**config.mk**
```make
export PLATFORM = sky130hd
export DESIGN_NAME = display_scan_ctrl_flat
export DESIGN_NICKNAME = d
export VERILOG_FILES = /design/src/rtl/display_scan_if.sv /design/src/rtl/display_scan_ctrl.sv /design/src/flat_wrapper.sv
export SDC_FILE = /design/constraint.sdc
export NUM_CORES = 1
export LEC_CHECK = 0
export ABC_AREA = 0
export CORE_MARGIN = 2
export CORE_UTILIZATION = 45
export DETAILED_ROUTE_END_ITERATION = 6
export PLACE_DENSITY = 0.65
export SLEW_MARGIN = 20
export SYNTH_ARGS = -nofsm -noshare
export SYNTH_HDL_FRONTEND = slang
export SYNTH_SLANG_ARGS = --single-unit
```
**constraint.sdc**
```tcl
create_clock -name clk -period 5.65 [get_ports clk]
set_clock_uncertainty 0.15 [all_clocks]
set_input_delay 1.695 -clock clk [delete_from_list [all_inputs] [get_ports clk]]
set_output_delay 1.695 -clock clk [all_outputs]
set_load 0.02 [all_outputs]
```
**src/rtl/display_scan_if.sv**
```systemverilog
// Requester/display side of the two-digit scan controller: load handshake,
// scan enable and the multiplexed digit outputs.
interface display_scan_if;
    logic       enable;
    logic       load_valid;
    logic [3:0] load_d0;
    logic [3:0] load_d1;
    logic       load_ready;
    logic [1:0] anode_en;
    logic [3:0] sshow;
    logic       frame_done;

    modport master (
        output enable, load_valid, load_d0, load_d1,
        input  load_ready, anode_en, sshow, frame_done
    );

    modport slave (
        input  enable, load_valid, load_d0, load_d1,
        output load_ready, anode_en, sshow, frame_done
    );
endinterface

```
**src/rtl/display_scan_ctrl.sv**
```systemverilog
// Two-digit multiplexed display scanner with blanking gaps and a frame-atomic
// double-buffered digit load.
//
// state  | meaning
// OFF    | enable low, both digits dark, pending load commits immediately
// SHOW0  | digit 0 lit for ON_CYCLES
// BLANK0 | both dark for BLANK_CYCLES
// SHOW1  | digit 1 lit for ON_CYCLES
// BLANK1 | both dark for BLANK_CYCLES, pending load commits on exit
module display_scan_ctrl #(
    parameter int ON_CYCLES    = 24000,
    parameter int BLANK_CYCLES = 240
) (
    input  logic           clk,
    input  logic           reset,
    display_scan_if.slave  bus
);

    localparam int MAX_DWELL = (ON_CYCLES > BLANK_CYCLES) ? ON_CYCLES : BLANK_CYCLES;
    localparam int CNT_W     = (MAX_DWELL > 1) ? $clog2(MAX_DWELL) : 1;
    localparam logic [CNT_W-1:0] ON_LAST    = CNT_W'(ON_CYCLES - 1);
    localparam logic [CNT_W-1:0] BLANK_LAST = CNT_W'(BLANK_CYCLES - 1);

    localparam logic [2:0] OFF    = 3'd0;
    localparam logic [2:0] SHOW0  = 3'd1;
    localparam logic [2:0] BLANK0 = 3'd2;
    localparam logic [2:0] SHOW1  = 3'd3;
    localparam logic [2:0] BLANK1 = 3'd4;

    logic [2:0]       state;
    logic [2:0]       state_nxt;
    logic [CNT_W-1:0] cnt;
    logic             dwell_done;
    logic             alive;
    logic             pending;
    logic [3:0]       pend_d0;
    logic [3:0]       pend_d1;
    logic [3:0]       disp0;
    logic [3:0]       disp1;
    logic             frame_done_q;
    logic             wrap;
    logic             commit;
    logic             accept;

    always_comb begin
        dwell_done = 1'b0;
        if (state == SHOW0 || state == SHOW1)
            dwell_done = (cnt == ON_LAST);
        else if (state == BLANK0 || state == BLANK1)
            dwell_done = (cnt == BLANK_LAST);
    end

    always_comb begin
        state_nxt = state;
        if (!bus.enable) begin
            state_nxt = OFF;
        end else begin
            case (state)
                OFF:     state_nxt = SHOW0;
                SHOW0:   if (dwell_done) state_nxt = BLANK0;
                BLANK0:  if (dwell_done) state_nxt = SHOW1;
                SHOW1:   if (dwell_done) state_nxt = BLANK1;
                BLANK1:  if (dwell_done) state_nxt = SHOW0;
                default: state_nxt = OFF;
            endcase
        end
    end

    // Display registers only ever change at a frame boundary or while dark.
    assign wrap   = (state == BLANK1) && (state_nxt == SHOW0);
    assign commit = pending && ((state == OFF) || wrap);
    assign accept = bus.load_valid && bus.load_ready;

    always_ff @(posedge clk or posedge reset) begin
        if (reset) begin
            state        <= OFF;
            cnt          <= '0;
            alive        <= 1'b0;
            pending      <= 1'b0;
            pend_d0      <= 4'h0;
            pend_d1      <= 4'h0;
            disp0        <= 4'h0;
            disp1        <= 4'h0;
            frame_done_q <= 1'b0;
        end else begin
            state        <= state_nxt;
            alive        <= 1'b1;
            frame_done_q <= wrap;
            if (state_nxt != state || state == OFF)
                cnt <= '0;
            else
                cnt <= cnt + 1'b1;
            // accept needs pending clear and commit needs it set, so they never coincide
            if (commit) begin
                disp0   <= pend_d0;
                disp1   <= pend_d1;
                pending <= 1'b0;
            end else if (accept) begin
                pend_d0 <= bus.load_d0;
                pend_d1 <= bus.load_d1;
                pending <= 1'b1;
            end
        end
    end

    always_comb begin
        bus.anode_en = 2'b00;
        bus.sshow    = 4'h0;
        if (state == SHOW0) begin
            bus.anode_en = 2'b01;
            bus.sshow    = disp0;
        end else if (state == SHOW1) begin
            bus.anode_en = 2'b10;
            bus.sshow    = disp1;
        end
    end

    assign bus.load_ready = alive && !pending;
    assign bus.frame_done = frame_done_q;

endmodule

```
**src/flat_wrapper.sv**
```systemverilog
// flat-port wrapper written by rule: the top's interface ports become plain ports
module display_scan_ctrl_flat 
#(
    parameter int ON_CYCLES    = 24000,
    parameter int BLANK_CYCLES = 240
)
  (clk, reset, bus_enable, bus_load_valid, bus_load_d0, bus_load_d1, bus_load_ready, bus_anode_en, bus_sshow, bus_frame_done);
  display_scan_if bus_i ();
  input  logic clk;
  input  logic reset;
  input wire logic [$bits(bus_i.enable)-1:0] bus_enable;
  input wire logic [$bits(bus_i.load_valid)-1:0] bus_load_valid;
  input wire logic [$bits(bus_i.load_d0)-1:0] bus_load_d0;
  input wire logic [$bits(bus_i.load_d1)-1:0] bus_load_d1;
  output wire logic [$bits(bus_i.load_ready)-1:0] bus_load_ready;
  output wire logic [$bits(bus_i.anode_en)-1:0] bus_anode_en;
  output wire logic [$bits(bus_i.sshow)-1:0] bus_sshow;
  output wire logic [$bits(bus_i.frame_done)-1:0] bus_frame_done;
  assign bus_i.enable = bus_enable;
  assign bus_i.load_valid = bus_load_valid;
  assign bus_i.load_d0 = bus_load_d0;
  assign bus_i.load_d1 = bus_load_d1;
  assign bus_load_ready = bus_i.load_ready;
  assign bus_anode_en = bus_i.anode_en;
  assign bus_sshow = bus_i.sshow;
  assign bus_frame_done = bus_i.frame_done;
  display_scan_ctrl #(.ON_CYCLES(ON_CYCLES), .BLANK_CYCLES(BLANK_CYCLES)) u_core (.clk(clk), .reset(reset), .bus(bus_i));
endmodule
```
======== Word level (Yosys, flattened, before mapping) ========
Cells that the tools add are included.
word-level totals
  output and inout port bits .............. 8
  ROM bits ................................ 0
  memories kept ........................... 0
  word-level logic and storage cells ...... 46
  bits in latches ......................... 0
  register bits ........................... 37
  memory bits (writable) .................. 0
  input bits .............................. 12
cells by class
  multiply operators ...................... 0
  bitwise operators ....................... 1
  divide/modulo/power cells ............... 0
  reductions and logical operators ........ 12
  shifts and indexed selects .............. 0
  magnitude comparators ................... 0
  equality and inequality tests ........... 8
  add/sub/neg operators ................... 1
  multiplexer cells ....................... 15
operator list
  cell                                            number
  adder 15 x 1 -> 15 bit, second input constant   1
  == test 15 bit, second input constant           1
  == test 15 x 8 -> 1 bit, second input constant  1
  2-to-1 mux 15 bit                               1
  2-to-1 mux 3 bit                                5
  case mux 3 bit (5 select lines)                 1
  2-to-1 mux 4 bit                                2
  == test 3 x 1 -> 1 bit, second input constant   2
  == test 3 x 2 -> 1 bit, second input constant   2
  logical AND 1 bit                               4
  logical OR 1 bit                                4
  2-to-1 mux 1 bit                                4
  2-to-1 mux 2 bit                                2
  == test 3 bit, second input constant            1
  logical NOT 3 bit                               1
  inequality test 3 bit                           1
  AND reduction 2 bit                             1
  nonzero test 2 bit                              1
  logical NOT 1 bit                               1
  NOT 1 bit                                       1

======== Longest topological paths before layout ========
  depth after elaboration ................. 13
  depth in mapped cells ................... 7

======== Worst setup path after synthesis ========
OpenSTA, ideal clock, no wires.
  path type ............................... reg2out
  start point ............................. reg u_core.state[2]
  end point ............................... out bus_anode_en[1]
  slack ................................... 2.554 ns
  path buffers ............................ 2
  stages on the path, launching flop included .. 5
  arrival time ............................ 1.251 ns
  path through ............................ dfrtp_1 > clkbuf_1 > nand2b_1 > clkbuf_1 > nor2_1
on the way
  longest elaborated chain between the ends .. 3
RTL lines
  element                   RTL line                  source
  start: declaration        display_scan_ctrl.sv:30   logic [2:0] state;
  start signal: assignment  display_scan_ctrl.sv:86   state <= state_nxt;
  == test 3 x 2 -> 1 bit    display_scan_ctrl.sv:112  end else if (state == SHOW1) begin
  2-to-1 mux 2 bit          display_scan_ctrl.sv:112
  2-to-1 mux 2 bit *        display_scan_ctrl.sv:109  if (state == SHOW0) begin
  end: declaration          flat_wrapper.sv:16        output wire logic [$bits(bus_i.anode_en)-1:0] bus_anode_en;
Every way passes the cells marked *; elsewhere a longest branch is shown, timed or not.

======== Worst setup path after layout ========
Same ends and word-level chain as after synthesis.

==> impl_metrics.env <==
export IMPL_outcome="complete, no violations"
export IMPL_boundaryPins=20
export IMPL_h_tree_depth=2
export IMPL_peakVddDrop_mv=0.1629
export IMPL_synth_seq_cells=37
export IMPL_criticalPathCategory="flop to output port"
export IMPL_core_area_um2=4264
export IMPL_post_route_util_pct=53.58
export IMPL_drv_cap=0
export IMPL_fin_crit_ps=3865
export IMPL_setup_tns_ps=0
export IMPL_worst_pin_slew_ps=836.3
export IMPL_grt_pass1_wl_um=7527
export IMPL_synth_edf_count=0
export IMPL_yosys_top_cells_count="dfrtp_1, nor3_1, nand2_1"
export IMPL_synth_compound_area_share_pct=10.08
export IMPL_cts_tree="yes"
export IMPL_synthAdderAreaFrac_pct=0.6378
export IMPL_first_iter_violations=135
export IMPL_antenna_found_initial=0
export IMPL_fmax_mhz=258.7
export IMPL_yosysWarnings=0
export IMPL_numCtsBuffers=5
export IMPL_post_cts_resized=0
export IMPL_slew_headroom_pct=43.78
export IMPL_hold_slack_ps=345.1
export IMPL_synth_cell_types=41
export IMPL_drtAntennaViolNets=0
export IMPL_synth_area_per_cell_um2=10.27
export IMPL_gp_congestion=0.7931
export IMPL_cts_sinks=37
export IMPL_post_synth_top_count_cell="dfrtp_1"
export IMPL_routedWlPerCell_um=16.69
export IMPL_rsz0062_at_grt="no"
export IMPL_diodes=0
export IMPL_async_reset_ff_share_pct=100.0
export IMPL_yosysTopAreaCellShare_pct=47.19
export IMPL_clk_pin_slew_ps=70
export IMPL_grt_pass1_vias=1503
export IMPL_fp_row_count=24
export IMPL_die_x_um=70.03
export IMPL_synth_top_cell_by_area="dfrtp_1"
export IMPL_cts_root_buf="clkbuf_8"
export IMPL_synth_top_family_by_area="simple AND/OR/NAND/NOR gates"
export IMPL_syn_to_final_growth_pct=16.45
export IMPL_wl_um=4389
export IMPL_p_per_area_nw_per_um2=322.1
export IMPL_synth_ff_type="dfrtp_1"
export IMPL_drive_above_1_share_pct=11.85
export IMPL_vias_per_cell=6.068
export IMPL_start_util_pct=46.01
export IMPL_synthMuxAreaShare_pct=7.143
export IMPL_ys_top_cells_by_area="dfrtp_1, mux2_2, nand4_1"
export IMPL_dieArea_um2=4904
export IMPL_static_leakage_power_uw=0.0008953
export IMPL_drtPass1Iterations=5
export IMPL_drcViolationCount=0
export IMPL_hold_viol=0
export IMPL_arrival_ps=2020
export IMPL_timing_final_crit_share_pct=68.42
export IMPL_nNetsFinal=223
export IMPL_overflow=0
export IMPL_hold_class="flop to flop"
export IMPL_grt_max_degree=38
export IMPL_crit_path_end_kind="output port"
export IMPL_syn_area_um2=1962
export IMPL_clk_latency_ps=290
export IMPL_place_port_buffers=19
export IMPL_synthXorXnorAreaFrac_pct=6.250
export IMPL_cts_hold_buffers=0
export IMPL_yosysSeqAreaShare_pct=47.19
export IMPL_synth_simple_gate_area_share_pct=25.26
export IMPL_die_y_um=70.03
export IMPL_grtUsageTotal_pct=19.36
export IMPL_synthCells=191
export IMPL_setup_viol=0
export IMPL_hpwl_um=3081
export IMPL_cp_max_fo=11
export IMPL_ctsLongestPathBuffers=2
export IMPL_synth_fp_nets=204
export IMPL_postCtsSetupBuffers=0
export IMPL_slew_viol_final=0
export IMPL_crit_path_start_kind="flop"
export IMPL_cp_required_ps=3810
export IMPL_vias=1596
[path summary, 6_finish.rpt]
kind | end | slack (ps) | cells after the start | start
setup / recovery | bus_anode_en[1] | 1780 | 3 | u_core.state[2]
hold / removal | u_core.cnt[0] | 350 | 1 | u_core.cnt[0]
setup reg to reg | u_core.cnt[2] | 3230 | 5 | u_core.cnt[0]
hold reg to reg | u_core.cnt[0] | 350 | 1 | u_core.cnt[0]
max in group asynchronous | u_core.cnt[8] | 3350 | 3 | reset
min in group asynchronous | u_core.disp1[3] | 1670 | 3 | reset
[registers in the layout, indices dropped and copies added, names as in the netlist]
name and count:
u_core.state 3, u_core.pend_d0 4, u_core.alive 1, u_core.pend_d1 4
u_core.disp1 4, u_core.bus.frame_done 1, u_core.pending 1, u_core.disp0 4
u_core.cnt 15
[worst max-delay path, stage by stage, from the launching register on]
cell and delay (ps):
dfrtp_1 480, nand2b_1 410, nor2_1 220, clkdlybuf4s50_1 620
[final cells by class]
class / count / area, µm²
Fill cell: 380 / 1979
Multi-Input combinational cell: 141 / 972.2
Sequential cell: 37 / 925.9
Timing Repair Buffer: 21 / 205.2
Clock buffer: 7 / 96.34
Tap cell: 52 / 65.06
Inverter: 4 / 15.01
Clock inverter: 1 / 5.005
[cell families after synthesis]
family | count (synthesis)
multiplexers | 13
AND/OR/NAND/NOR | 86
other | 1
AO/OA/AOI/OAI | 26
buffers and inverters | 13
flip-flops | 37
XOR/XNOR | 14
adder cells (fa/ha/maj) | 1
[per-layer routing]
layer / GRT usage (%) / routed length (µm) / part of all wire (%) / up-vias
li1: - / - / - / 741
met1: 27.44 / 1931 / 44 / 782
met2: 29.10 / 2088 / 48 / 67
met3: 5.195 / 307 / 7.0 / 6
met4: 5.983 / 61 / 1.4 / 0
met5: 0 / 0 / 0 / -
[power by group]
| part | internal (µW) | switching, µW | leakage (µW) |
|---|---|---|---|
| combinational | 85.7 | 82.0 | 0.000388 |
| clock | 110 | 90.7 | 0.0000542 |
| sequential | 315 | 52.1 | 0.000453 |
[cells in the final DEF, fill, tap and decap left out, drive strengths merged, types with 3 or more instances in the layout]
master and instances:
nor3 16, a22oi 8, a21oi 3, mux2 8, mux2i 5, nand2b 3, dfrtp 37, xor2 7
nor2 10, clkdlybuf4s50 19, clkbuf 7, nand3 8, nor4 3, xnor2 7, and3 3, nand3b 3
nand2 15, or4 4, o211ai 8, nand4 13, inv 4
[metrics by stage]
step	instance area (µm²)	power, µW	setup WS, ps	std cells
after floorplan	1962	470.6	2554	191
after global placement	2183	523.7	2146	255
after detailed placement	2183	538.1	2061	255
after CTS	2285	742.4	1768	263
after global routing	2285	777.4	1641	263
final	2285	735.9	1785	263
(Power assumes the default switching activity.)
